`src/rtl/rvfi_retire_packer_if.sv`:
```
// Retirement-record input and RVFI output bundle for rvfi_retire_packer.
// master = commit stage / sink side, slave = packer.
interface rvfi_retire_packer_if #(
  parameter int XLEN = 32,
  parameter int NRET = 2
);
  logic                 in_valid;
  logic                 in_ready;
  logic [31:0]          in_insn;
  logic [XLEN-1:0]      in_pc_rdata;
  logic [XLEN-1:0]      in_pc_wdata;
  logic                 in_trap;
  logic                 in_halt;
  logic                 in_intr;
  logic                 drain_en;

  logic [NRET-1:0]      rvfi_valid;
  logic [64*NRET-1:0]   rvfi_order;
  logic [32*NRET-1:0]   rvfi_insn;
  logic [XLEN*NRET-1:0] rvfi_pc_rdata;
  logic [XLEN*NRET-1:0] rvfi_pc_wdata;
  logic [NRET-1:0]      rvfi_trap;
  logic [NRET-1:0]      rvfi_halt;
  logic [NRET-1:0]      rvfi_intr;
  logic                 rvfi_rollback_valid;
  logic                 pc_chain_err;

  modport master (
    output in_valid, in_insn, in_pc_rdata, in_pc_wdata, in_trap, in_halt, in_intr, drain_en,
    input  in_ready, rvfi_valid, rvfi_order, rvfi_insn, rvfi_pc_rdata, rvfi_pc_wdata,
           rvfi_trap, rvfi_halt, rvfi_intr, rvfi_rollback_valid, pc_chain_err
  );

  modport slave (
    input  in_valid, in_insn, in_pc_rdata, in_pc_wdata, in_trap, in_halt, in_intr, drain_en,
    output in_ready, rvfi_valid, rvfi_order, rvfi_insn, rvfi_pc_rdata, rvfi_pc_wdata,
           rvfi_trap, rvfi_halt, rvfi_intr, rvfi_rollback_valid, pc_chain_err
  );
endinterface

```
`src/rtl/rvfi_retire_packer.sv`:
```
// Buffers in-order retirement records and packs up to NRET per cycle onto RVFI channels.
// Optional PC-chain checker enabled by defining RVFI_PACKER_PC_CHAIN_CHK_EN.
module rvfi_retire_packer #(
  parameter int XLEN  = 32,
  parameter int NRET  = 2,
  parameter int DEPTH = 8
) (
  input  logic                  clock,
  input  logic                  resetn,
  rvfi_retire_packer_if.slave   bus
);
  localparam int PW = $clog2(DEPTH);
  localparam int CW = PW + 1;

  typedef struct packed {
    logic [31:0]     insn;
    logic [XLEN-1:0] pc_rdata;
    logic [XLEN-1:0] pc_wdata;
    logic            trap;
    logic            halt;
    logic            intr;
  } rec_t;

  rec_t            mem_q [DEPTH];
  rec_t            ch_q  [NRET];
  logic [63:0]     order_q [NRET];
  logic [NRET-1:0] valid_q;
  logic [PW-1:0]   wr_ptr_q, rd_ptr_q;
  logic [CW-1:0]   count_q, count_d, n;
  logic [63:0]     order_base_q;
  logic            halted_q;
  logic            live_q;
  logic            in_ready;
  logic            push;

  // live_q keeps in_ready low while in reset and until the first edge after release
  assign in_ready = live_q && (count_q != CW'(DEPTH)) && !halted_q;
  assign push     = bus.in_valid && in_ready;

  always_comb begin
    n = '0;
    if (bus.drain_en) n = (count_q < CW'(NRET)) ? count_q : CW'(NRET);
  end

  assign count_d = count_q + CW'(push) - n;

  always_ff @(posedge clock) begin
    if (push)
      mem_q[wr_ptr_q] <= {bus.in_insn, bus.in_pc_rdata, bus.in_pc_wdata,
                          bus.in_trap, bus.in_halt, bus.in_intr};
  end

  always_ff @(posedge clock or negedge resetn) begin
    if (!resetn) begin
      live_q       <= 1'b0;
      count_q      <= '0;
      wr_ptr_q     <= '0;
      rd_ptr_q     <= '0;
      order_base_q <= '0;
      halted_q     <= 1'b0;
      valid_q      <= '0;
      for (int i = 0; i < NRET; i++) begin
        ch_q[i]    <= '0;
        order_q[i] <= '0;
      end
    end else begin
      live_q       <= 1'b1;
      count_q      <= count_d;
      rd_ptr_q     <= rd_ptr_q + PW'(n);
      order_base_q <= order_base_q + 64'(n);
      if (push) begin
        wr_ptr_q <= wr_ptr_q + PW'(1);
        if (bus.in_halt) halted_q <= 1'b1;
      end
      // idle channels keep their last data; only valid drops
      for (int i = 0; i < NRET; i++) begin
        valid_q[i] <= (CW'(i) < n);
        if (CW'(i) < n) begin
          ch_q[i]    <= mem_q[rd_ptr_q + PW'(i)];
          order_q[i] <= order_base_q + 64'(i);
        end
      end
    end
  end

  always_comb begin
    bus.rvfi_order    = '0;
    bus.rvfi_insn     = '0;
    bus.rvfi_pc_rdata = '0;
    bus.rvfi_pc_wdata = '0;
    bus.rvfi_trap     = '0;
    bus.rvfi_halt     = '0;
    bus.rvfi_intr     = '0;
    for (int i = 0; i < NRET; i++) begin
      bus.rvfi_order[64*i +: 64]      = order_q[i];
      bus.rvfi_insn[32*i +: 32]       = ch_q[i].insn;
      bus.rvfi_pc_rdata[XLEN*i +: XLEN] = ch_q[i].pc_rdata;
      bus.rvfi_pc_wdata[XLEN*i +: XLEN] = ch_q[i].pc_wdata;
      bus.rvfi_trap[i]                = ch_q[i].trap;
      bus.rvfi_halt[i]                = ch_q[i].halt;
      bus.rvfi_intr[i]                = ch_q[i].intr;
    end
  end

  assign bus.in_ready            = in_ready;
  assign bus.rvfi_valid          = valid_q;
  assign bus.rvfi_rollback_valid = 1'b0;

`ifdef RVFI_PACKER_PC_CHAIN_CHK_EN
  logic [XLEN-1:0] last_pc_wdata_q;
  logic            last_valid_q;
  logic            chain_err_q;

  // interrupts legitimately redirect the PC, so they are exempt from the chain check
  always_ff @(posedge clock or negedge resetn) begin
    if (!resetn) begin
      last_pc_wdata_q <= '0;
      last_valid_q    <= 1'b0;
      chain_err_q     <= 1'b0;
    end else if (push) begin
      last_pc_wdata_q <= bus.in_pc_wdata;
      last_valid_q    <= 1'b1;
      if (last_valid_q && !bus.in_intr && (bus.in_pc_rdata != last_pc_wdata_q))
        chain_err_q <= 1'b1;
    end
  end

  assign bus.pc_chain_err = chain_err_q;
`else
  assign bus.pc_chain_err = 1'b0;
`endif

endmodule
```
`src/flat_wrapper.sv`:
```
// flat-port wrapper written by rule: the top's interface ports become plain ports
module rvfi_retire_packer_flat 
#(
  parameter int XLEN  = 32,
  parameter int NRET  = 2,
  parameter int DEPTH = 8
)
  (clock, resetn, bus_in_valid, bus_in_insn, bus_in_pc_rdata, bus_in_pc_wdata, bus_in_trap, bus_in_halt, bus_in_intr, bus_drain_en, bus_in_ready, bus_rvfi_valid, bus_rvfi_order, bus_rvfi_insn, bus_rvfi_pc_rdata, bus_rvfi_pc_wdata, bus_rvfi_trap, bus_rvfi_halt, bus_rvfi_intr, bus_rvfi_rollback_valid, bus_pc_chain_err);
  rvfi_retire_packer_if #(.XLEN(XLEN), .NRET(NRET)) bus_i ();
  input  logic clock;
  input  logic resetn;
  input wire logic [$bits(bus_i.in_valid)-1:0] bus_in_valid;
  input wire logic [$bits(bus_i.in_insn)-1:0] bus_in_insn;
  input wire logic [$bits(bus_i.in_pc_rdata)-1:0] bus_in_pc_rdata;
  input wire logic [$bits(bus_i.in_pc_wdata)-1:0] bus_in_pc_wdata;
  input wire logic [$bits(bus_i.in_trap)-1:0] bus_in_trap;
  input wire logic [$bits(bus_i.in_halt)-1:0] bus_in_halt;
  input wire logic [$bits(bus_i.in_intr)-1:0] bus_in_intr;
  input wire logic [$bits(bus_i.drain_en)-1:0] bus_drain_en;
  output wire logic [$bits(bus_i.in_ready)-1:0] bus_in_ready;
  output wire logic [$bits(bus_i.rvfi_valid)-1:0] bus_rvfi_valid;
  output wire logic [$bits(bus_i.rvfi_order)-1:0] bus_rvfi_order;
  output wire logic [$bits(bus_i.rvfi_insn)-1:0] bus_rvfi_insn;
  output wire logic [$bits(bus_i.rvfi_pc_rdata)-1:0] bus_rvfi_pc_rdata;
  output wire logic [$bits(bus_i.rvfi_pc_wdata)-1:0] bus_rvfi_pc_wdata;
  output wire logic [$bits(bus_i.rvfi_trap)-1:0] bus_rvfi_trap;
  output wire logic [$bits(bus_i.rvfi_halt)-1:0] bus_rvfi_halt;
  output wire logic [$bits(bus_i.rvfi_intr)-1:0] bus_rvfi_intr;
  output wire logic [$bits(bus_i.rvfi_rollback_valid)-1:0] bus_rvfi_rollback_valid;
  output wire logic [$bits(bus_i.pc_chain_err)-1:0] bus_pc_chain_err;
  assign bus_i.in_valid = bus_in_valid;
  assign bus_i.in_insn = bus_in_insn;
  assign bus_i.in_pc_rdata = bus_in_pc_rdata;
  assign bus_i.in_pc_wdata = bus_in_pc_wdata;
  assign bus_i.in_trap = bus_in_trap;
  assign bus_i.in_halt = bus_in_halt;
  assign bus_i.in_intr = bus_in_intr;
  assign bus_i.drain_en = bus_drain_en;
  assign bus_in_ready = bus_i.in_ready;
  assign bus_rvfi_valid = bus_i.rvfi_valid;
  assign bus_rvfi_order = bus_i.rvfi_order;
  assign bus_rvfi_insn = bus_i.rvfi_insn;
  assign bus_rvfi_pc_rdata = bus_i.rvfi_pc_rdata;
  assign bus_rvfi_pc_wdata = bus_i.rvfi_pc_wdata;
  assign bus_rvfi_trap = bus_i.rvfi_trap;
  assign bus_rvfi_halt = bus_i.rvfi_halt;
  assign bus_rvfi_intr = bus_i.rvfi_intr;
  assign bus_rvfi_rollback_valid = bus_i.rvfi_rollback_valid;
  assign bus_pc_chain_err = bus_i.pc_chain_err;
  rvfi_retire_packer #(.XLEN(XLEN), .NRET(NRET), .DEPTH(DEPTH)) u_core (.clock(clock), .resetn(resetn), .bus(bus_i));
endmodule
```
`config.mk`:
```
export PLATFORM = sky130hd
export DESIGN_NAME = rvfi_retire_packer_flat
export DESIGN_NICKNAME = d
export VERILOG_FILES = /design/src/rtl/rvfi_retire_packer_if.sv /design/src/rtl/rvfi_retire_packer.sv /design/src/flat_wrapper.sv
export SDC_FILE = /design/constraint.sdc
export NUM_CORES = 2
export LEC_CHECK = 0
export CAP_MARGIN = 20
export CORE_MARGIN = 2
export CORE_UTILIZATION = 47
export CTS_BUF_LIST = sky130_fd_sc_hd__clkbuf_8
export DETAILED_ROUTE_END_ITERATION = 10
export PLACE_DENSITY = 0.68
export SETUP_SLACK_MARGIN = 0.05
export SLEW_MARGIN = 20
export SYNTH_ARGS = -nofsm -noshare
export SYNTH_HDL_FRONTEND = slang
export SYNTH_SLANG_ARGS = --single-unit
```
`constraint.sdc`:
```
create_clock -name clock -period 29.1 [get_ports clock]
set_clock_uncertainty 0.2 [all_clocks]
set_input_delay 2.91 -clock clock [delete_from_list [all_inputs] [get_ports clock]]
set_output_delay 2.91 -clock clock [all_outputs]
set_load 0.01 [all_outputs]
```
==> flow_metrics.env <==
export IMPL_min_path_type="flip-flop to flip-flop"
export IMPL_path_clk_slew_ps=60
export IMPL_first_pass_iters=6
export IMPL_crit_type="input pin to flip-flop"
export IMPL_initial_core_util_pct=47.6
export IMPL_worstMarginPinSlew_ps=1050
export IMPL_ant_nets=0
export IMPL_synth_compound_area_share_pct=3.01
export IMPL_routed_wl_um=131000
export IMPL_portBuffers=431
export IMPL_globalplace_congestion=0.906
export IMPL_power_density_nw_per_um2=93.8
export IMPL_hold_violations=0
export IMPL_cts_tree="built"
export IMPL_final_core_util_pct=56.6
export IMPL_p_leak_nw=22.4
export IMPL_cts_root_buffer="clkbuf_8"
export IMPL_die_w_um=336
export IMPL_fin_crit_sh_pct=20.4
export IMPL_coreArea_um2=109000
export IMPL_ys_seq_elements=1196
export IMPL_htreeDepth=4
export IMPL_final_common_cell="edfxtp_1"
export IMPL_layout_min_cycle_time_ps=5920
export IMPL_cts_sinks=1196
export IMPL_clock_fmax_ghz=0.169
export IMPL_syn_to_final_growth_pct=19.0
export IMPL_critPathLaunchType="input pin"
export IMPL_core_rowCount=121
export IMPL_routedWlPerCell_um=25.3
export IMPL_p_clk_share_pct=24.9
export IMPL_ys_flop_type="edfxtp_1"
export IMPL_grt_pass1_wl_um=197000
export IMPL_insertion_delay_ps=870
export IMPL_syn_area_per_cell_um2=16.8
export IMPL_layout_common_cells="edfxtp_1 (792), clkdlybuf4s50_1 (430), dfrtp_1 (402)"
export IMPL_synthAdderAreaFrac_pct=0.477
export IMPL_synth_edf_count=792
export IMPL_num_vias=29965
export IMPL_p_int_mw=3.92
export IMPL_num_nets_final=3669
export IMPL_synthMuxAreaShare_pct=22.2
export IMPL_dr_first_iter_drc_count=2316
export IMPL_rsz0062_at_grt="no"
export IMPL_die_h_um=336
export IMPL_p_seq_share_pct=38.1
export IMPL_setup_viol=0
export IMPL_antenna_found_initial=18
export IMPL_cts_max_path_buffers=3
export IMPL_status="complete, no violations"
export IMPL_drv_cap=0
export IMPL_grt_usage_pct=23.5
export IMPL_cp_end_kind="flip-flop"
export IMPL_async_flop_share_pct=33.8
export IMPL_synth_cells=3092
export IMPL_switchingPower_mw=1.87
export IMPL_holdBufCountCts=0
export IMPL_io_pins=434
export IMPL_synthesis_area_um2=51900
export IMPL_hpwl_um=77000
export IMPL_tns_ps=0
export IMPL_drive_gt1_share_pct=21.7
export IMPL_cts_setup_buffers=0
export IMPL_switching_share_pct=32.3
export IMPL_grt_start_max_net_pins=197
export IMPL_peakVddDrop_mv=0.101
export IMPL_fillers=8486
export IMPL_arrival_ps=6180
export IMPL_critical_path_required_ps=29360
export IMPL_drv_slew=0
export IMPL_yosys_area_share_xor_xnor_pct=1.84
export IMPL_synth_top_family_by_area="multiplexers"
export IMPL_dieArea_um2=113000
export IMPL_path_max_fanout=51
export IMPL_drc=0
export IMPL_tritoncts_num_buffers=191
export IMPL_synthSimpleGateAreaFrac_pct=5.25
export IMPL_combinationalPowerShare_pct=37.0
export IMPL_relSlewSlack_pct=30.1
export IMPL_ctsResizeCount=0
export IMPL_grt_overflow_total=0
export IMPL_viasPerCell=5.77
export IMPL_ys_types=52
export IMPL_synth_warnings=0
export IMPL_grt_pass1_vias=30918
export IMPL_ys_seq_area_share_pct=65.3
[kinds of logic after synthesis]
kind of cell | after synthesis
DFF | 1196
buffers and inverters | 241
xor gates and xnor gates | 109
other | 2
muxes | 650
and+or+nand+nor | 579
AOI/OAI and AO/OA | 297
adders and majority gates | 18
[power by group through the flow]
stage	clock network, mW	logic (mW)	registers, mW
after floorplan	0	1.38	2.24
after global placement	0	2.15	2.24
after detailed placement	0	2.17	2.24
after CTS	1.48	2.18	2.21
after global routing	1.55	2.32	2.23
final	1.44	2.14	2.21
[critical path: stages]
cell,delay (ps)
clkdlybuf4s50_1,560
nand2_1,250
inv_1,220
nand2_1,240
nor3_2,180
buf_4,770
buf_4,910
[stage by stage]
step	worst slack [ps]	std cells	instance area [um^2]	hold slack (ps)	total power, mW
after floorplan	15690	3093	51900	219	3.61
after global placement	21970	4828	57700	239	4.39
after detailed placement	22350	4828	57700	235	4.42
after CTS	23250	5187	61700	249	5.87
after global routing	23100	5196	61800	296	6.11
final	23180	5197	61800	248	5.80
[area by class of cell]
class / instances / area, um^2 / share of cell area (%)
Sequential cell: 1196 / 33900 / 54.9
Multi-Input combinational cell: 1656 / 17100 / 27.7
Timing Repair Buffer: 477 / 4810 / 7.79
Clock buffer: 241 / 3320 / 5.37
Tap cell: 1476 / 1850 / 2.99
Clock inverter: 118 / 649 / 1.05
Inverter: 26 / 103 / 0.166
Antenna cell: 7 / 17.5 / 0.0284
[sequential cells by signal, indices dropped and copies added (netlist names)]
name	flops
u_core.wr_ptr_q	3
u_core.bus.rvfi_pc_rdata	64
u_core.mem_q	792
u_core.order_base_q	64
u_core.bus.rvfi_halt	2
u_core.bus.rvfi_insn	64
u_core.count_q	4
u_core.bus.rvfi_pc_wdata	64
u_core.bus.rvfi_trap	2
u_core.bus.rvfi_intr	2
u_core.bus.rvfi_valid	2
u_core.rd_ptr_q	3
u_core.halted_q	1
u_core.live_q	1
u_core.bus.rvfi_order	128
[synthesized netlist by cell type, types with 7 or more instances]
| cell | n | area share (%) |
|---|---|---|
| nor2_1 | 62 | 0.45 |
| mux2i_1 | 198 | 3.8 |
| clkbuf_1 | 113 | 0.82 |
| inv_1 | 25 | 0.18 |
| xnor2_1 | 49 | 0.83 |
| a31oi_1 | 15 | 0.18 |
| buf_1 | 27 | 0.20 |
| and4_1 | 9 | 0.15 |
| mux2_2 | 56 | 1.2 |
| nor4_1 | 20 | 0.24 |
| nand4_1 | 48 | 0.58 |
| nand2_1 | 309 | 2.2 |
| and2_1 | 7 | 0.084 |
| nor3_1 | 24 | 0.23 |
| dfrtp_1 | 404 | 19 |
| o21ai_0 | 257 | 2.5 |
| mux4_2 | 396 | 17 |
| edfxtp_1 | 792 | 46 |
| or3_1 | 9 | 0.11 |
| ha_1 | 15 | 0.36 |
| or4_1 | 11 | 0.16 |
| and3_1 | 16 | 0.19 |
| buf_2 | 73 | 0.70 |
| xor2_1 | 60 | 1.0 |
| nand3_1 | 40 | 0.39 |
[path summary, 6_finish.rpt]
path / start / to / slack (ps) / depth (start not counted)
min in group asynchronous: resetn / u_core.bus.rvfi_order[8]$_DFFE_PN0N_ / 1860 / 1
max: bus_in_valid / u_core.mem_q[1][0]$_DFFE_PP_ / 23180 / 7
max reg2reg: u_core.rd_ptr_q[0]$_DFF_PN0_ / u_core.bus.rvfi_pc_wdata[47]$_DFFE_PN0N_ / 24770 / 6
min reg2reg: u_core.halted_q$_DFFE_PN0P_ / u_core.halted_q$_DFFE_PN0P_ / 250 / 1
max in group asynchronous: resetn / u_core.bus.rvfi_pc_rdata[1]$_DFFE_PN0N_ / 24830 / 3
min: u_core.halted_q$_DFFE_PN0P_ / u_core.halted_q$_DFFE_PN0P_ / 250 / 1
[per-layer routing]
layer  global-route usage [%]  vias up  part of all wire (%)  wire, um
li1                         -    13091                     -         -
met4                     7.66       24                   2.3      3050
met1                     30.7    15580                    40     52800
met3                     6.16      224                   7.9     10400
met5                        0        -                  0.11       149
met2                     38.6     1046                    50     65100
Power figures use the tool's default switching activity.
